--- src/rtl/filter.sv ---
// filter: streaming 5-tap FIR with a registered low-pass output and a
// complementary high-pass output (centre sample minus low-pass).
// Pipeline: delay line -> registered products + centre sample -> registered outputs.
module filter #(
   parameter logic signed [15:0] C0 = 16'sd2048,
   parameter logic signed [15:0] C1 = 16'sd8192,
   parameter logic signed [15:0] C2 = 16'sd12288,
   parameter logic signed [15:0] C3 = 16'sd8192,
   parameter logic signed [15:0] C4 = 16'sd2048
) (
   input  logic        clk,
   input  logic        rst,
   input  logic [31:0] xn,
   output logic [31:0] low_pass,
   output logic [31:0] high_pass
);

   logic signed [31:0] d_q [5];
   logic signed [31:0] d_d [5];
   logic signed [47:0] p_q [5];
   logic signed [47:0] p_d [5];
   logic signed [31:0] c_q, c_d;
   logic signed [31:0] lp_q, lp_d;
   logic signed [31:0] hp_q, hp_d;
   logic signed [50:0] acc;
   logic signed [50:0] scaled;
   logic signed [32:0] diff;

   // Full-precision signed 32x16 product; the true result always fits 48 bits.
   function automatic logic signed [47:0] mul48(input logic signed [31:0] a,
                                                input logic signed [15:0] b);
      return $signed({{16{a[31]}}, a}) * $signed({{32{b[15]}}, b});
   endfunction

   // Delay line shift, tap products and the centre sample aligned with them.
   always_comb begin
      d_d[0] = xn;
      for (int k = 1; k < 5; k++) d_d[k] = d_q[k-1];
      p_d[0] = mul48(d_q[0], C0);
      p_d[1] = mul48(d_q[1], C1);
      p_d[2] = mul48(d_q[2], C2);
      p_d[3] = mul48(d_q[3], C3);
      p_d[4] = mul48(d_q[4], C4);
      c_d    = d_q[2];
   end

   // Sum products, scale to Q15.16 by flooring shift, saturate, then derive high-pass.
   always_comb begin
      acc = '0;
      for (int k = 0; k < 5; k++) acc = acc + {{3{p_q[k][47]}}, p_q[k]};
      scaled = acc >>> 15;
      if (scaled[50:31] == {20{1'b0}} || scaled[50:31] == {20{1'b1}})
         lp_d = scaled[31:0];
      else
         lp_d = scaled[50] ? 32'sh8000_0000 : 32'sh7FFF_FFFF;
      diff = {c_q[31], c_q} - {lp_d[31], lp_d};
      if (diff[32] != diff[31])
         hp_d = diff[32] ? 32'sh8000_0000 : 32'sh7FFF_FFFF;
      else
         hp_d = diff[31:0];
   end

   // Pipeline registers; reset discards all history and zeroes the outputs.
   always_ff @(posedge clk) begin
      if (rst) begin
         for (int k = 0; k < 5; k++) begin
            d_q[k] <= '0;
            p_q[k] <= '0;
         end
         c_q  <= '0;
         lp_q <= '0;
         hp_q <= '0;
      end else begin
         for (int k = 0; k < 5; k++) begin
            d_q[k] <= d_d[k];
            p_q[k] <= p_d[k];
         end
         c_q  <= c_d;
         lp_q <= lp_d;
         hp_q <= hp_d;
      end
   end

   assign low_pass  = lp_q;
   assign high_pass = hp_q;

endmodule

--- config.mk ---
export PLATFORM = sky130hd
export DESIGN_NAME = filter
export DESIGN_NICKNAME = d
export VERILOG_FILES = /design/src/rtl/filter.sv
export SDC_FILE = /design/constraint.sdc
export NUM_CORES = 1
export LEC_CHECK = 0
export CAP_MARGIN = 20
export CORE_ASPECT_RATIO = 1.5
export CORE_MARGIN = 5
export CORE_UTILIZATION = 46
export DETAILED_ROUTE_END_ITERATION = 12
export GPL_TIMING_DRIVEN = 0
export MAX_ROUTING_LAYER = met4
export PLACE_DENSITY = 0.72
export REMOVE_ABC_BUFFERS = 1
export SYNTH_ARGS = -nofsm -noshare
export SYNTH_HDL_FRONTEND = slang
export SYNTH_SLANG_ARGS = --single-unit
--- constraint.sdc ---
create_clock -name clk -period 8.9 [get_ports clk]
set_input_delay 1.78 -clock clk [delete_from_list [all_inputs] [get_ports clk]]
set_output_delay 1.78 -clock clk [all_outputs]
set_load 0.005 [all_outputs]
# Word level (Yosys, flattened, before mapping)
# Memory sizes are Yosys's and may differ from the RTL's.
# Cells that the tools add are included.
[totals]
regBits = 96
latch_bits = 0
mem_bits_rw = 345
rom_bits = 0
in_bits = 34
out_inout_bits = 64
elab_cells = 42
mem_count = 2
[classes]
addsub = 5
multipliers = 1
div_mod_pow = 0
n_lt_le_gt_ge = 0
n_eq_ne = 2
shifts = 0
muxes = 17
bitwise = 10
reduce_logical = 2
[memory_table]
columns = ["name", "depth", "width", "read_ports", "rd_clocked_by_memory_dff", "wr", "line", "rtl"]
rows = [
  ["p_q", 5, 37, 5, 0, 5, "20", "logic signed [47:0] p_q [5];"],
  ["d_q", 5, 32, 5, 0, 5, "18", "logic signed [31:0] d_q [5];"],
]
[ops]
columns = ["cell", "count"]
rows = [
  ["$mux 32", 9],
  ["$mux 37", 5],
  ["$add 50x48->51", 1],
  ["$add 51x51->51", 1],
  ["$add 49x48->50", 1],
  ["$add 48x48->49", 1],
  ["$mul 32x3->35 const B", 1],
  ["$sub 32x32->33", 1],
  ["$eq 20x20->1 const B", 1],
  ["$logic_not 20->1", 1],
  ["$or 1x1->1", 10],
  ["$mux 1", 3],
  ["$logic_or 1x1->1", 1],
  ["$ne 1x1->1", 1],
]

# Logic depth before layout (Yosys ltp)
# Gate-level depths: netlist of the first run.
# An unclocked memory read counts as a cell.
[logic_depth]
depth_word = 11
ltp_mapped = 34

# Worst setup path before layout of the first run
# Ideal clock, no wire load.
[synth_path]
kind = "register -> register"
start = "memory p_q[0][41] (netlist bit)"
end = "register hp_q[22] (netlist: high_pass[22])"
setup_time_ps = 134
arrival_time_ps = 7170
required_time_ps = 8766
slack_ps = 1596
stages_incl_launch_ff = 32
n_path_buf = 1
period_less_slack_ps = 7304
path_cell_list = "dfxtp_1 inv_1 fa_1 inv_1 fa_1 inv_1 fa_1 inv_1 fa_1 a211o_1 a2111oi_2 o2111ai_1 nand2_2 o31ai_2 a311oi_2 xnor2_1 nand4_1 nand2b_1 a21o_1 ha_1 inv_1 fa_1 a211oi_1 o21ai_0 nand3_1 nand4_1 a221o_1 nand2b_1 a41oi_1 o21ai_0 clkbuf_1 o21ai_0"
[synth_lines]
columns = ["item", "line", "rtl"]
rows = [
  ["start: declaration", "20", ""],
  ["end signal: assignment", "80", "hp_q <= hp_d;"],
  ["end: declaration", "24", "logic signed [31:0] hp_q, hp_d;"],
]

==> results of run 1 <==
## registers in the layout, indices dropped and copies added (netlist names)
register and cells:
d_q 32, p_q 162, low_pass 32, c_q 32, high_pass 32
## cell usage in the layout, fill, tap and decap left out, drive strengths merged, types with 13 or more instances in the layout
master,netlist,routed
a31oi,13,13
clkbuf,37,38
xnor2,35,35
xor2,42,42
nor2b,145,145
ha,129,129
buf,14,17
nand2,73,73
nor2,154,154
a21oi,139,139
a211oi,15,15
nand2b,17,17
inv,322,324
a21o,62,62
dfxtp,290,290
o21ai,76,76
clkdlybuf4s50,0,96
and3,13,13
fa,108,108
## worst register-to-register path: cells and delay by family (launching register included)
family / cells / cell delay [ns]
DFF: 1 / 0.45
AOI/OAI and AO/OA: 14 / 3.23
and+or+nand+nor: 4 / 0.77
xor gates and xnor gates: 2 / 0.55
buffers and inverters: 7 / 0.97
adders and majority gates: 5 / 2.36
## layout make-up
cell class                      count  area [um2]  share of cell area, %
Clock inverter                     15         120                  0.632
Tap cell                          473         592                   3.11
Timing Repair Buffer              113        1180                   6.20
Clock buffer                       38         830                   4.36
Sequential cell                   290        5810                   30.5
Inverter                          322        1210                   6.36
Multi-Input combinational cell   1160        9280                   48.8
## per-layer routing
layer  vias to the layer above  global-route usage (%)  share of wire (%)
met5                         -                       -                  0
met2                       256                    36.3                 54
met4                         0                    7.66                3.8
met3                        91                    1.92                3.6
li1                       6049                       -                  -
met1                      5847                    21.3                 39
## kinds of logic after synthesis
group,share of synthesized area [%]
AO/OA/AOI/OAI,14.7
XOR/XNOR,4.10
adder cells (fa/ha/maj),23.0
buffers and inverters,8.66
flip-flops,35.3
AND/OR/NAND/NOR,14.2
## power groups by stage
stage	clock network, W	logic, W	registers, W
3_5_place_dp	0	0.000708	0.00145
6_report	0.00120	0.000726	0.00142
2_1_floorplan	0	0.000401	0.00145
5_1_grt	0.00129	0.000805	0.00143
4_1_cts	0.00124	0.000719	0.00142
3_3_place_gp	0	0.000687	0.00145
## repair_timing
action | CTS | global route
gates cloned | 0 | 0
resized for setup | 3 | 7
setup endpoints to repair | 31 | 29
setup buffers | 4 | 5
pin swaps | 3 | 3
## per-stage QoR
step	util (%)	power [W]
2_1_floorplan	-	0.00185
3_3_place_gp	50.5	0.00213
3_5_place_dp	50.9	0.00216
4_1_cts	53.8	0.00337
5_1_grt	54.0	0.00352
6_report	54.0	0.00335
## worst min-delay path by stage
| stage | to | slack (ns) | cells past startpoint |
|---|---|---|---|
| finish | p_q[0][24] | 0.43 | 1 |
| global route | p_q[0][11] | 0.45 | 1 |
| CTS | p_q[0][24] | 0.44 | 1 |
| detailed placement | p_q[0][24] | 0.42 | 1 |
| global placement | p_q[0][27] | 0.42 | 1 |
| floorplan | p_q[0][0] | 0.41 | 1 |
==> metrics.yaml, run 1 <==
setup_path:
  critical_path_arrival_ns: 8.90
  reg2reg_depth: 32
  r2r_end: "high_pass[26]"
  critPathMaxFanout: 25
  crit_buf_inv: 7
  cp_data_required_time_ns: 9.34
  path_class: "reg -> reg"
  crit_family: "compound AO/OA/AOI/OAI gates"
  critical_path.max_stage_delay_ns: 0.52
  crit_slowest_cell: "fa_1"
  cp-end-kind: "flip-flop"
  worstSetupStartpointType: "flip-flop"
  cp.depth: 32
  r2r-start: "p_q[0][41]"
  crit_start: "p_q[0][41]"
  cp-endpoint: "high_pass[26]"
  reg2reg_slack_ns: 0.44
drt:
  drc: 0
  avgRoutedWirePerCell_um: 15.4
  drtPass1Iterations: 5
  avgViaCountPerCell: 5.08
  drt-initial-drc-count: 646
  postRouteAntennaNets: 0
  postRouteWirelength_um: 37200
  routed-via-count: 12200
layout:
  areaGrowthSynthToFinish_pct: 15.7
  final_cells: 2411
  drive_above_1_share_pct: 5.26
  num-nets-final: 2187
  antenna_cells: 0
  fillers: 3185
  final_area_um2: 19000
place:
  portBuffers: 97
  post-place-cells: 2349
  pre_cts_slack_ns: -0.859
  place_congestion: 0.928
  hpwl_um: 29200
  post_dp_cell_area_um2: 17900
cts:
  cts_tree: "done"
  cts_root_buffer: "clkbuf_16"
  clk_latency_ns: 0.56
  h-tree-depth: 1
  clk_pin_slew_worst_paths_ns: 0.07
  cts_num_sinks: 290
  postCtsHoldBufs: 0
  numCtsBuffers: 29
  clk_path_buf_depth: 3
floorplan:
  chipWidth_um: 164
  initial_core_util_pct: 46.7
  dieHeight_um: 241
  core_um2: 35200
  pin_count: 98
  die-area_um2: 39700
  rows: 84
sta:
  fin_crit_sh_pct: 95.1
  tightest_slew_ns: 0.747
  tns_ns: 0
  rsz0062_at_grt: "no"
  finalCriticalPeriod_ns: 8.46
  fin_ws_ns: 0.438
  maxSlewViolCount: 0
  fin_skew_ns: 0.0154
  fmax_mhz: 118
  hold_ws_ns: 0.430
  setup_viol: 0
  hold_violations: 0
  relSlewSlack_pct: 49.6
global_route:
  grt_max_degree: 140
  grtUsageTotal_pct: 19.6
  overflow: 0
  antenna_found_initial: 0
  grt_pass1_vias: 12600
  grt_pass1_wl_um: 61300
power_and_ir_drop:
  power.switching_w: 0.000943
  clkPwrFrac_pct: 36.0
  p_int_w: 0.00241
  ir_drop_mv: 0.139
  p_leak_nw: 8.99
  p_sw_share_pct: 28.2
  power_frac_seq_pct: 42.3
  combPwrFrac_pct: 21.7
  power.density_nw_per_um2: 176
synth:
  synthDistinctLibCells: 61
  synth_area_um2: 16400
  synth_edf_count: 0
  synth_largest_area_cell: "dfxtp_1"
  ys.flop_type: "dfxtp_1"
  synth_seq_cells: 290
  synth_top_cells_by_count: "322 x inv_1, 290 x dfxtp_1, 154 x nor2_1"
  synth.area.top_cells: "dfxtp_1 35%, fa_1 13%, ha_1 9.8%"
  async_flop_share_pct: 0
  synth_cells: 1823
  yosysSeqAreaShare_pct: 35.3
  synth_most_common_cell: "inv_1"
  postSynthAreaPerCell_um2: 9.01
  netlist.area_leader.share_pct: 35.3
  yosys_warnings: 0
min_path:
  hp-class: "reg -> reg"
  hold_start: "d_q[0][24]"
outcome:
  outcome: "complete, no violations"
run:
  drv_cap: 0
(Power assumes the default switching activity.)
==> run 2, diff against run 1 <==
Settings changed: CORE_MARGIN 5 to 3.
==> metrics.yaml, run 2 (same netlist as run 1, synthesis figures left out) <==
sta:
  fin_skew_ns: 0.0197
  fin_ws_ns: 0.389
  finalCriticalPeriod_ns: 8.51
  rsz0062_at_grt: "no"
  tns_ns: 0
  hold_violations: 0
  maxSlewViolCount: 0
  hold_ws_ns: 0.434
  fin_crit_sh_pct: 95.6
  relSlewSlack_pct: 35.5
  setup_viol: 0
  tightest_slew_ns: 0.966
  fmax_mhz: 117
drt:
  drc: 0
  routed-via-count: 12200
  drtPass1Iterations: 5
  avgViaCountPerCell: 5.08
  postRouteWirelength_um: 37500
  drt-initial-drc-count: 489
  avgRoutedWirePerCell_um: 15.6
  postRouteAntennaNets: 0
cts:
  numCtsBuffers: 30
  clk_pin_slew_worst_paths_ns: 0.06
  cts_root_buffer: "clkbuf_16"
  clk_path_buf_depth: 3
  cts_num_sinks: 290
  clk_latency_ns: 0.58
  postCtsHoldBufs: 0
  cts_tree: "done"
  h-tree-depth: 1
setup_path:
  cp_data_required_time_ns: 9.34
  crit_buf_inv: 7
  crit_start: "p_q[0][41]"
  path_class: "reg -> reg"
  crit_slowest_cell: "fa_1"
  critPathMaxFanout: 21
  r2r-start: "p_q[0][41]"
  reg2reg_slack_ns: 0.39
  crit_family: "compound AO/OA/AOI/OAI gates"
  critical_path_arrival_ns: 8.95
  worstSetupStartpointType: "flip-flop"
  reg2reg_depth: 32
  r2r_end: "high_pass[26]"
  critical_path.max_stage_delay_ns: 0.51
  cp-end-kind: "flip-flop"
global_route:
  grt_max_degree: 123
  overflow: 0
  antenna_found_initial: 0
  grt_pass1_vias: 12600
  grtUsageTotal_pct: 20.4
  grt_pass1_wl_um: 61600
place:
  portBuffers: 97
  place_congestion: 0.920
  hpwl_um: 28500
  pre_cts_slack_ns: -0.766
  post_dp_cell_area_um2: 17900
run:
  drv_cap: 0
layout:
  final_common_cell: "inv_1"
  largest_reg_flops: 162
  areaGrowthSynthToFinish_pct: 16.2
  final_area_um2: 19100
  num-nets-final: 2186
  antenna_cells: 0
  largest_register: "p_q"
  drive_above_1_share_pct: 5.01
  fillers: 3234
  mostFrequentLayoutCells: "322 x inv_1, 290 x dfxtp_1, 154 x nor2_1, 144 x nor2b_1, 139 x a21oi_1"
min_path:
  min_path_cells: 1
  hp-class: "reg -> reg"
  hold_start: "d_q[0][23]"
  hold-path-endpoint: "p_q[0][23]"
floorplan:
  initial_core_util_pct: 46.8
  rows: 84
  pin_count: 98
  dieHeight_um: 237
  die-area_um2: 38100
  chipWidth_um: 160
  core_um2: 35100
power_and_ir_drop:
  p_leak_nw: 9.03
  power.density_nw_per_um2: 181
  power.total_w: 0.00345
  ir_drop_mv: 0.119
outcome:
  outcome: "complete, no violations"
-- run 2: cell count changes in the layout (fill, tap and decap cells not counted), moves of 2 or more --
| cell | change |
|---|---|
| buf_6 | -4 |
| bufinv_16 | +2 |
| clkbuf_1 | +3 |
| buf_16 | -2 |
| clkinvlp_4 | -4 |
| clkinv_2 | -6 |
| o31ai_2 | -2 |
| buf_8 | +4 |
| clkinv_4 | +3 |
| clkbuf_16 | +2 |
-- run 2: stage by stage --
stage               util (%)  instances
floorplan                  -       1772
global placement        50.6       2342
detailed placement      51.0       2347
CTS                     54.1       2407
global route            54.4       2409
finish                  54.4       2409
-- run 2: routing by layer --
metal  global-route usage [%]  part of all wire [%]  vias up
li1                         -                     -     6045
met1                     21.8                    39     5883
met2                     38.4                    54      234
met3                     2.34                   3.7       81
met4                     7.71                   3.9        0
met5                        -                     0        -
-- run 2: cell type report --
cell class,count,area (um2),area share (%)
Sequential cell,290,5810,30.4
Tap cell,473,592,3.10
Inverter,322,1210,6.33
Clock buffer,43,891,4.67
Multi-Input combinational cell,1161,9310,48.8
Timing Repair Buffer,110,1130,5.93
Clock inverter,10,149,0.780
-- run 2: how the worst max path moves through the flow --
stage,cells past startpoint,to,slack [ns]
after global routing,32,high_pass[26],0.002
after global placement,4,high_pass[18],-4.68
final,32,high_pass[26],0.39
after floorplan,30,high_pass[10],-0.28
after CTS,29,high_pass[18],0.11
after detailed placement,30,high_pass[18],-0.77
-- run 2: worst register-to-register path, delay by kind of cell, from the launching register on --
family                     cells  cell delay [ns]
AOI/OAI and AO/OA             14             3.17
adders and majority gates      5             2.36
buffers and inverters          7             0.96
and+or+nand+nor                4             0.80
xor gates and xnor gates       2             0.60
DFF                            1             0.47
-- run 2: timing repair --
item                       4_1_cts  5_1_grt
pin swaps                        3        1
setup endpoints to repair       31       29
gates cloned                     1        0
gates resized for setup          3        8
buffers inserted                 6        1
-- run 2: power breakdown --
group | switching (W) | internal (W) | total [W]
clock | 0.000534 | 0.000783 | 0.00132
combinational | 0.000391 | 0.000327 | 0.000718
sequential | 0.0000321 | 0.00139 | 0.00142
==> run 3, diff against run 2 <==
Settings changed: CELL_PAD_IN_SITES_DETAIL_PLACEMENT from default to 0, CELL_PAD_IN_SITES_GLOBAL_PLACEMENT from default to 1, CORE_ASPECT_RATIO 1.5 to 2, PLACE_DENSITY 0.72 to 0.88.
==> metrics.yaml, run 3 (same netlist as run 1, synthesis figures left out) <==
setup_path:
  reg2reg_slack_ns: 0.36
  reg2reg_depth: 30
  crit_slowest_cell: "fa_1"
  r2r-start: "p_q[0][42]"
  cp-end-kind: "flip-flop"
  path_class: "reg -> reg"
  r2r_end: "high_pass[26]"
  crit_buf_inv: 5
  crit_family: "compound AO/OA/AOI/OAI gates"
  critical_path_arrival_ns: 8.98
  critical_path.max_stage_delay_ns: 0.59
  cp_data_required_time_ns: 9.33
  critPathMaxFanout: 24
  worstSetupStartpointType: "flip-flop"
layout:
  drive_above_1_share_pct: 5.18
  final_area_um2: 19000
  final_common_cell: "inv_1"
  num-nets-final: 2182
  largest_register: "p_q"
  final_cells: 2377
  largest_reg_flops: 162
  antenna_cells: 0
  mostFrequentLayoutCells: "322 x inv_1, 289 x dfxtp_1, 154 x nor2_1, 143 x nor2b_1, 139 x a21oi_1"
  areaGrowthSynthToFinish_pct: 15.5
place:
  post-place-cells: 2320
  hpwl_um: 31000
  place_congestion: 0.905
  pre_cts_slack_ns: -0.796
  portBuffers: 97
  post_dp_cell_area_um2: 17900
floorplan:
  die-area_um2: 38200
  rows: 97
  dieHeight_um: 273
  pin_count: 98
  core_um2: 35200
  chipWidth_um: 140
  initial_core_util_pct: 46.7
sta:
  fin_crit_sh_pct: 96.0
  fmax_mhz: 117
  fin_ws_ns: 0.359
  hold_ws_ns: 0.433
  tightest_slew_ns: 0.959
  maxSlewViolCount: 0
  relSlewSlack_pct: 36.0
  fin_skew_ns: 0.0157
  setup_viol: 0
  finalCriticalPeriod_ns: 8.54
  hold_violations: 0
global_route:
  overflow: 0
  grtUsageTotal_pct: 21.7
  grt_max_degree: 153
  antenna_found_initial: 0
  grt_pass1_vias: 13000
  grt_pass1_wl_um: 64700
cts:
  h-tree-depth: 1
  cts_root_buffer: "clkbuf_16"
  postCtsHoldBufs: 0
  cts_num_sinks: 290
  clk_path_buf_depth: 3
  numCtsBuffers: 27
  clk_latency_ns: 0.56
  cts_tree: "done"
  clk_pin_slew_worst_paths_ns: 0.08
power_and_ir_drop:
  p_sw_share_pct: 28.5
  power.switching_w: 0.000966
  combPwrFrac_pct: 21.5
  power.density_nw_per_um2: 179
  power_frac_seq_pct: 41.9
  ir_drop_mv: 0.170
  p_leak_nw: 8.99
  p_int_w: 0.00242
  clkPwrFrac_pct: 36.6
drt:
  drc: 0
  avgViaCountPerCell: 5.15
  avgRoutedWirePerCell_um: 16.8
  postRouteWirelength_um: 39900
  drt-initial-drc-count: 566
  postRouteAntennaNets: 0
  routed-via-count: 12200
  drtPass1Iterations: 5
outcome:
  outcome: "complete, no violations"
min_path:
  hold-path-endpoint: "p_q[0][14]"
  min_path_cells: 1
  hold_start: "d_q[0][14]"
  hp-class: "reg -> reg"
run:
  drv_cap: 0
[run 3: area by class of cell]
cell class              instances  area [um2]
clock buffers                  31         721
clock inverters                19         229
fillers                      3282       16200
inverters                     322        1210
multi-input cells            1161        9320
flip-flops and latches        290        5810
well taps                     445         557
repair buffers                109        1140
[run 3: per-stage QoR]
step           power, W  setup TNS (ns)  utilization, %
2_1_floorplan   0.00185           -8.23               -
3_3_place_gp    0.00214         -258.71            50.4
3_5_place_dp    0.00216          -19.94            50.8
4_1_cts         0.00342               0            53.7
5_1_grt         0.00355        -0.00180            53.9
6_report        0.00339               0            53.9
[run 3: worst register-to-register path: cells and delay by family, from the launching register on]
family	cells	cell delay [ns]
and+or+nand+nor	4	0.85
DFF	1	0.52
buffers and inverters	5	0.88
AOI/OAI and AO/OA	14	3.26
xor gates and xnor gates	2	0.57
adders and majority gates	5	2.34
[run 3: worst max path at each step]
| stage | start | cells past startpoint | slack, ns | end |
|---|---|---|---|---|
| finish | p_q[0][42] | 30 | 0.36 | high_pass[26] |
| floorplan | p_q[0][50] | 30 | -0.28 | high_pass[10] |
| global route | p_q[0][41] | 31 | -0.002 | high_pass[20] |
| CTS | p_q[0][41] | 32 | 0.14 | high_pass[20] |
| global placement | rst | 4 | -4.31 | high_pass[21] |
| detailed placement | p_q[0][42] | 28 | -0.80 | high_pass[20] |
[run 3: metal layers]
layer | track usage, % | routed length, um | vias up
li1 | - | - | 6049
met1 | 19.9 | 13400 | 5852
met2 | 43.4 | 23000 | 236
met3 | 2.17 | 1300 | 103
met4 | 10.8 | 2250 | 0
met5 | - | 0 | -
[run 3: what timing repair did]
| item | CTS | global route |
|---|---|---|
| pin swaps | 3 | 2 |
| cloned | 1 | 0 |
| resized for setup | 5 | 8 |
| endpoints found under the setup margin | 31 | 31 |
| setup buffers | 5 | 1 |
[run 3: power by group through the flow]
stage,registers (W),clock network (W),logic (W)
detailed placement,0.00145,0,0.000712
floorplan,0.00145,0,0.000401
CTS,0.00142,0.00127,0.000727
finish,0.00142,0.00124,0.000729
global placement,0.00145,0,0.000693
global route,0.00143,0.00131,0.000809
